File: config.mk
export PLATFORM = sky130hd
export DESIGN_NAME = uart_reg_ctrl
export DESIGN_NICKNAME = d
export VERILOG_FILES = /design/src/rtl/uart_cmd_pkg.sv /design/src/rtl/uart_tx_seq.sv /design/src/rtl/uart_reg_ctrl.sv
export SDC_FILE = /design/constraint.sdc
export NUM_CORES = 1
export LEC_CHECK = 0
export CELL_PAD_IN_SITES_DETAIL_PLACEMENT = 1
export CELL_PAD_IN_SITES_GLOBAL_PLACEMENT = 2
export CORE_MARGIN = 5
export CORE_UTILIZATION = 30
export CTS_CLUSTER_DIAMETER = 30
export CTS_CLUSTER_SIZE = 14
export DETAILED_ROUTE_END_ITERATION = 8
export GPL_ROUTABILITY_DRIVEN = 0
export PLACE_DENSITY = 0.75
export SYNTH_ARGS = -nofsm -noshare
export SYNTH_HDL_FRONTEND = slang
export SYNTH_SLANG_ARGS = --single-unit
File: constraint.sdc
create_clock -name clk -period 4.2 [get_ports clk]
set_input_delay 0.84 -clock clk [delete_from_list [all_inputs] [get_ports clk]]
set_output_delay 0.84 -clock clk [all_outputs]
set_load 0.02 [all_outputs]
File: src/rtl/uart_cmd_pkg.sv
// Shared command encoding, state names and default response bytes for the
// UART register controller and its transmit sequencer.
package uart_cmd_pkg;

   typedef enum logic [2:0] {
      ST_IDLE     = 3'd0,
      ST_GET_DATA = 3'd1,
      ST_COMMIT   = 3'd2,
      ST_TX_LOAD  = 3'd3,
      ST_TX_PULSE = 3'd4,
      ST_TX_GUARD = 3'd5,
      ST_TX_WAIT  = 3'd6
   } state_e;

   localparam logic [7:0] CMD_WR        = 8'h80;
   localparam logic [7:0] CMD_RD        = 8'h00;
   localparam logic [7:0] CMD_ADDR_MASK = 8'h03;
   localparam logic [7:0] ACK_DEFAULT   = 8'hA5;
   localparam logic [7:0] NAK_DEFAULT   = 8'hEE;

   function automatic logic cmd_is(input logic [7:0] b, input logic [7:0] op);
      return (b & ~CMD_ADDR_MASK) == op;
   endfunction

endpackage

File: src/rtl/uart_tx_seq.sv
// Response sequencer: feeds up to four queued bytes, MSB first, into the
// UART transmitter using its send/busy handshake.
module uart_tx_seq
   import uart_cmd_pkg::*;
(
   input  logic        clk,
   input  logic        reset,
   input  logic        i_start,
   input  logic [2:0]  i_len,
   input  logic [31:0] i_data,
   input  logic        i_tx_busy,
   output logic [7:0]  o_sbyte,
   output logic        o_send,
   output logic        o_done
);

   state_e      r_state;
   logic [31:0] r_queue;
   logic [2:0]  r_remain;
   logic [7:0]  r_sbyte;

   always_ff @(posedge clk) begin
      if (reset) begin
         r_state  <= ST_IDLE;
         r_queue  <= 32'h0;
         r_remain <= 3'd0;
         r_sbyte  <= 8'h0;
      end else begin
         case (r_state)
            ST_IDLE: begin
               if (i_start) begin
                  r_queue  <= i_data;
                  r_remain <= i_len;
                  r_state  <= ST_TX_LOAD;
               end
            end
            ST_TX_LOAD: begin
               r_sbyte  <= r_queue[31:24];
               r_queue  <= {r_queue[23:0], 8'h0};
               r_remain <= r_remain - 3'd1;
               r_state  <= ST_TX_PULSE;
            end
            ST_TX_PULSE: r_state <= ST_TX_GUARD;
            // busy has not risen yet in the guard cycle, so it is not looked at
            ST_TX_GUARD: r_state <= ST_TX_WAIT;
            ST_TX_WAIT: begin
               if (!i_tx_busy) begin
                  r_state <= (r_remain != 3'd0) ? ST_TX_LOAD : ST_IDLE;
               end
            end
            default: r_state <= ST_IDLE;
         endcase
      end
   end

   assign o_sbyte = r_sbyte;
   assign o_send  = (r_state == ST_TX_PULSE);
   assign o_done  = (r_state == ST_TX_WAIT) && !i_tx_busy && (r_remain == 3'd0);

endmodule

File: src/rtl/uart_reg_ctrl.sv
// Command parser between the UART core and the four 32-bit NCO configuration
// registers; responses are handed to uart_tx_seq.
module uart_reg_ctrl
   import uart_cmd_pkg::*;
#(
   parameter int unsigned TIMEOUT_CLKS = 1000000,
   parameter logic [7:0]  ACK_BYTE     = ACK_DEFAULT,
   parameter logic [7:0]  NAK_BYTE     = NAK_DEFAULT,
   parameter logic [31:0] REG0_INIT    = 32'h0,
   parameter logic [31:0] REG1_INIT    = 32'h0,
   parameter logic [31:0] REG2_INIT    = 32'h0,
   parameter logic [31:0] REG3_INIT    = 32'h0
) (
   input  logic         clk,
   input  logic         reset,
   input  logic [7:0]   rx_byte,
   input  logic         rbyte_ready,
   input  logic         tx_busy,
   output logic [7:0]   sbyte,
   output logic         send,
   output logic [127:0] regs,
   output logic [3:0]   wr_strobe,
   output logic         frame_err
);

   localparam logic [19:0] TIMEOUT_LAST = 20'(TIMEOUT_CLKS - 1);

   state_e      r_state;
   logic [1:0]  r_addr;
   logic [31:0] r_buf;
   logic [1:0]  r_nbytes;
   logic [19:0] r_tcnt;
   logic        r_frame_err;
   logic [31:0] r_regs [4];

   logic        w_is_wr;
   logic        w_is_rd;
   logic [1:0]  w_rx_addr;
   logic        w_start;
   logic [2:0]  w_len;
   logic [31:0] w_data;
   logic        w_done;
   logic [3:0]  w_wr_strobe;

   assign w_is_wr   = cmd_is(rx_byte, CMD_WR);
   assign w_is_rd   = cmd_is(rx_byte, CMD_RD);
   assign w_rx_addr = rx_byte[1:0];

   // Responses start in the same cycle the parser decides, so the sequencer
   // is already busy before another byte could be taken.
   always_comb begin
      w_start     = 1'b0;
      w_len       = 3'd0;
      w_data      = 32'h0;
      w_wr_strobe = 4'b0000;
      if (r_state == ST_IDLE && rbyte_ready) begin
         if (w_is_rd) begin
            w_start = 1'b1;
            w_len   = 3'd4;
            w_data  = r_regs[w_rx_addr];
         end else if (!w_is_wr) begin
            w_start = 1'b1;
            w_len   = 3'd1;
            w_data  = {NAK_BYTE, 24'h0};
         end
      end
      if (r_state == ST_COMMIT) begin
         w_start             = 1'b1;
         w_len               = 3'd2;
         w_data              = {ACK_BYTE, 6'b0, r_addr, 16'h0};
         w_wr_strobe[r_addr] = 1'b1;
      end
   end

   always_ff @(posedge clk) begin
      if (reset) begin
         r_state     <= ST_IDLE;
         r_addr      <= 2'd0;
         r_buf       <= 32'h0;
         r_nbytes    <= 2'd0;
         r_tcnt      <= 20'd0;
         r_frame_err <= 1'b0;
         r_regs[0]   <= REG0_INIT;
         r_regs[1]   <= REG1_INIT;
         r_regs[2]   <= REG2_INIT;
         r_regs[3]   <= REG3_INIT;
      end else begin
         r_frame_err <= 1'b0;
         case (r_state)
            ST_IDLE: begin
               if (rbyte_ready) begin
                  if (w_is_wr) begin
                     r_addr   <= w_rx_addr;
                     r_nbytes <= 2'd0;
                     r_buf    <= 32'h0;
                     r_tcnt   <= 20'd0;
                     r_state  <= ST_GET_DATA;
                  end else if (w_is_rd) begin
                     r_state  <= ST_TX_WAIT;
                  end else begin
                     r_frame_err <= 1'b1;
                     r_state     <= ST_TX_WAIT;
                  end
               end
            end
            ST_GET_DATA: begin
               if (rbyte_ready) begin
                  r_buf    <= {r_buf[23:0], rx_byte};
                  r_tcnt   <= 20'd0;
                  r_nbytes <= r_nbytes + 2'd1;
                  if (r_nbytes == 2'd3) begin
                     r_state <= ST_COMMIT;
                  end
               end else if (r_tcnt >= TIMEOUT_LAST) begin
                  r_frame_err <= 1'b1;
                  r_buf       <= 32'h0;
                  r_state     <= ST_IDLE;
               end else if (r_tcnt != '1) begin
                  r_tcnt <= r_tcnt + 20'd1;
               end
            end
            ST_COMMIT: begin
               r_regs[r_addr] <= r_buf;
               r_state        <= ST_TX_WAIT;
            end
            // Whole response owned by the sequencer; received bytes are dropped.
            ST_TX_WAIT: begin
               if (w_done) begin
                  r_state <= ST_IDLE;
               end
            end
            default: r_state <= ST_IDLE;
         endcase
      end
   end

   uart_tx_seq u_tx_seq (
      .clk       (clk),
      .reset     (reset),
      .i_start   (w_start),
      .i_len     (w_len),
      .i_data    (w_data),
      .i_tx_busy (tx_busy),
      .o_sbyte   (sbyte),
      .o_send    (send),
      .o_done    (w_done)
   );

   assign regs      = {r_regs[3], r_regs[2], r_regs[1], r_regs[0]};
   assign wr_strobe = w_wr_strobe;
   assign frame_err = r_frame_err;

endmodule

==> key figures <==
Yosys
  • Ys async rst share: 0%
  • Synth top area cells: edfxtp_1, dfxtp_1, mux4_2, a21oi_1, nor2_1
  • Ys flop type: edfxtp_1
  • Yosys top cell area share: between 30 and 40%
  • Post-synth EDFFs: 128
  • Mux share of post-synthesis cell area: 7.03%
  • Sequential element share of the synthesized area: roughly 58%
  • Syn Std Cell Area: 10200 um2
  • Simple logic cell fraction of the synthesized area: 15.3%
  • Compound-cell area share of the yosys netlist: 14.3%
  • Post-synth cell types: 59
  • Syn avg cell area: about 11 um2
  • Synth warn: 0
  • Mapped Cells: approximately 940
  • FF+latch count, synth: 234
  • Syn nets: 951
  • Largest family of logic cells by synthesized area: simple AND/OR/NAND/NOR gates
  • Post-synthesis adder-cell area fraction: 0.489%
  • Leading area contributor after synthesis: edfxtp_1
  • XOR/XNOR Fraction of Synth Area: 0%

Critical path
  • Crit Path Max Fanout: 10
  • Top delay family on crit path: simple AND/OR/NAND/NOR gates
  • Required @ worst endpoint: 3.36 ns
  • Worst-path cell chain: or3b_2, or3_1, inv_1, clkdlybuf4s50_1
  • Worst r2r dst: r_regs[0][29]$_SDFFCE_PN0P_
  • Worst r2r src: r_state[1]$_SDFFE_PP0P_
  • Crit end category: output port
  • R2R cell count: 5
  • Bufs and invs on worst path: 2
  • Startpoint types: flip-flop
  • Largest stage delay, worst path: between 0.6 and 0.7 ns
  • Setup Crit Path Kind: reg2out
  • Crit-path slowest cell: or3b_2
  • WP data arrival: 2.84 ns
  • R2r setup slk: 1.33 ns

Timing
  • Final min period: 3.68 ns
  • Rel. slew slack: approximately 15%
  • Fin. Hold Viols: 0
  • Worst Max-Slew Pin Slew: between 1 and 1.5 ns
  • Unrepaired setup endpoints after global routing: no
  • Setup TNS: 0 ns
  • Setup violators final: 0
  • Slew Limit Fails: 0
  • Clock Skew: 0.0655 ns
  • Final Cycle Share: 87.5%
  • F_max: 0.272 GHz

Layout
  • Ant diodes: 0
  • Share of cells above drive strength 1: between 15 and 20%
  • Final layout net count: between 1000 and 1500
  • Fin util: 42.9%
  • Design area: 14400 um2
  • Filler instances: about 3600
  • P&R area growth vs syn: 40.9%

Drt
  • TritonRoute pass-1 iters: 6
  • Via count: 8313
  • DRC Markers: 0
  • Initial DRC count: 509
  • Routed WL: 36.5 mm
  • Wire per inst: around 23 um
  • Antenna Nets Post-Route: 0
  • Via-to-Cell Ratio: 5.21

Clock tree
  • Reg clk slew, reported paths: 0.04 ns
  • CTS tree: built
  • Root buffer cell: clkbuf_16
  • Hold_buf cts: 0
  • Buffer count from post-CTS setup fixing: 0
  • H-tree Lvls: 2
  • Inserted Clock Buffers: 57
  • Sink Count: 234
  • Worst-skew pair later-pin latency: 0.59 ns
  • PostCTS Resize Cnt: 0
  • Longest Clk Path Bufs: 3

Global routing
  • Largest net degree at the start of global routing: 56
  • Gr usage total: 18.8%
  • Antenna violations before repair: 0
  • GRT Residual Overflow: 0
  • Vias in the first global route: 8789
  • First-pass GRT wire length: 55.5 mm

Power
  • Peak supply drop: about 0.36 mV
  • PD cells: 583 nW/um2
  • Pleak: 0.00525 uW

Die
  • Die area: 37900 um2
  • FP Rows: 67
  • Initial Utilization: ~30%
  • # IOs: 154
  • Core area: 33600 um2
  • DIE WIDTH: 195 um
  • Die height: approximately 190 um

Hold path
  • Min-Delay Path Depth: 2
  • Hold Path Class: reg2reg
  • Worst hold endpoint: u_tx_seq.o_sbyte[2]$_SDFFE_PP0P_
  • Hold Startpoint: u_tx_seq.o_sbyte[2]$_SDFFE_PP0P_

Run
  • Max cap viols: 0

Place
  • Placed Area: about 12000 um2
  • Port Buffers: about 150
  • DPL Wire Length: about 24 mm

Run status
  • Outcome: complete, no violations
power breakdown:
group	internal, uW	total, uW	switching [uW]
registers	2540	2620	84.8
clock network	3570	5020	1440
logic	284	775	490
total	6400	8410	2020
worst max path at each step:
stage	start	to	slack [ns]	cells past startpoint
floorplan	r_state[0]$_SDFFE_PP0P_	r_regs[1][0]$_SDFFCE_PN0P_	0.35	4
global placement	rx_byte[2]	u_tx_seq.r_queue[23]$_SDFFE_PP0P_	0.52	6
detailed placement	rx_byte[2]	u_tx_seq.r_queue[8]$_SDFFE_PP0P_	0.38	6
CTS	r_state[1]$_SDFFE_PP0P_	wr_strobe[0]	0.47	4
global route	r_state[1]$_SDFFE_PP0P_	wr_strobe[0]	0.43	4
finish	r_state[1]$_SDFFE_PP0P_	wr_strobe[0]	0.52	4
cell usage after synthesis (13+ instances only):
master,count
a31oi_1,15
inv_1,44
o21ai_0,13
edfxtp_1,128
nand3_1,18
nand2_1,93
a21oi_1,90
a211oi_1,38
and2_1,35
mux4_2,32
nor2_1,116
dfxtp_1,106
clkbuf_1,60
a222oi_1,15
through the flow:
stage	setup WS, ns	total power [uW]	cells	hold WS, ns
6_report	0.524	8410	1595	0.453
5_1_grt	0.431	8690	1595	0.473
4_1_cts	0.472	8490	1595	0.458
3_5_place_dp	0.379	3440	1487	0.453
3_3_place_gp	0.518	3440	1487	0.450
2_1_floorplan	0.350	3070	935	0.432
final cells by class:
cell class                      count  area [um2]  area share [%]
Timing Repair Buffer              177        1700            11.8
Multi-Input combinational cell    584        3840            26.6
Clock inverter                     40         679            4.71
Sequential cell                   234        5970            41.3
Inverter                           44         165            1.14
Clock buffer                       68        1530            10.6
Tap cell                          448         561            3.88
placed cells by master, fill, tap and decap left out, types with 4 or more instances in the layout:
master             n
nor2_1           114
nand4_1            8
a21o_1             4
edfxtp_1         128
clkbuf_8           6
nand3_1           18
bufinv_16         16
mux4_2            32
and2_1            35
nor3_1             6
a222oi_1          15
a22oi_1            8
inv_1             44
dfxtp_1          106
clkbuf_16         57
a21oi_1           90
nor4_1             7
o21ai_0           12
o211ai_1           8
clkbuf_1           5
buf_4             25
a221oi_1           5
clkinv_1           4
clkinv_2           6
nand2_1           93
or4b_1             5
and3_1             4
a211oi_1          38
ha_1               4
or3_1              5
or4_1              6
clkinvlp_4        10
clkdlybuf4s50_1  150
a31oi_1           15
registers in the layout, summed over array words and instances, names as in the netlist:
register           flops
r_nbytes               2
u_tx_seq.o_sbyte       8
r_tcnt                20
frame_err              1
r_regs               128
r_addr                 2
u_tx_seq.r_state       3
u_tx_seq.r_remain      3
r_buf                 32
u_tx_seq.r_queue      32
r_state                3
logic make-up after synthesis:
family | count (synthesis)
flip-flops | 234
adder cells (fa/ha/maj) | 4
buffers and inverters | 117
AND/OR/NAND/NOR | 326
AO/OA/AOI/OAI | 222
multiplexers | 32
worst register-to-register path, delay by kind of cell, from the launching register on:
kind,cells,cell delay [ns]
buffers and inverters,2,0.83
DFF,1,0.48
and+or+nand+nor,3,1.19
layer usage:
layer | GRT usage (%) | vias up | wire [um]
met5 | 0.255 | - | 0
met4 | 5.09 | 0 | 836
met3 | 4.36 | 57 | 1890
met2 | 32.2 | 216 | 17900
met1 | 23.9 | 4213 | 15900
li1 | - | 3827 | -
(Power assumes the default switching activity.)
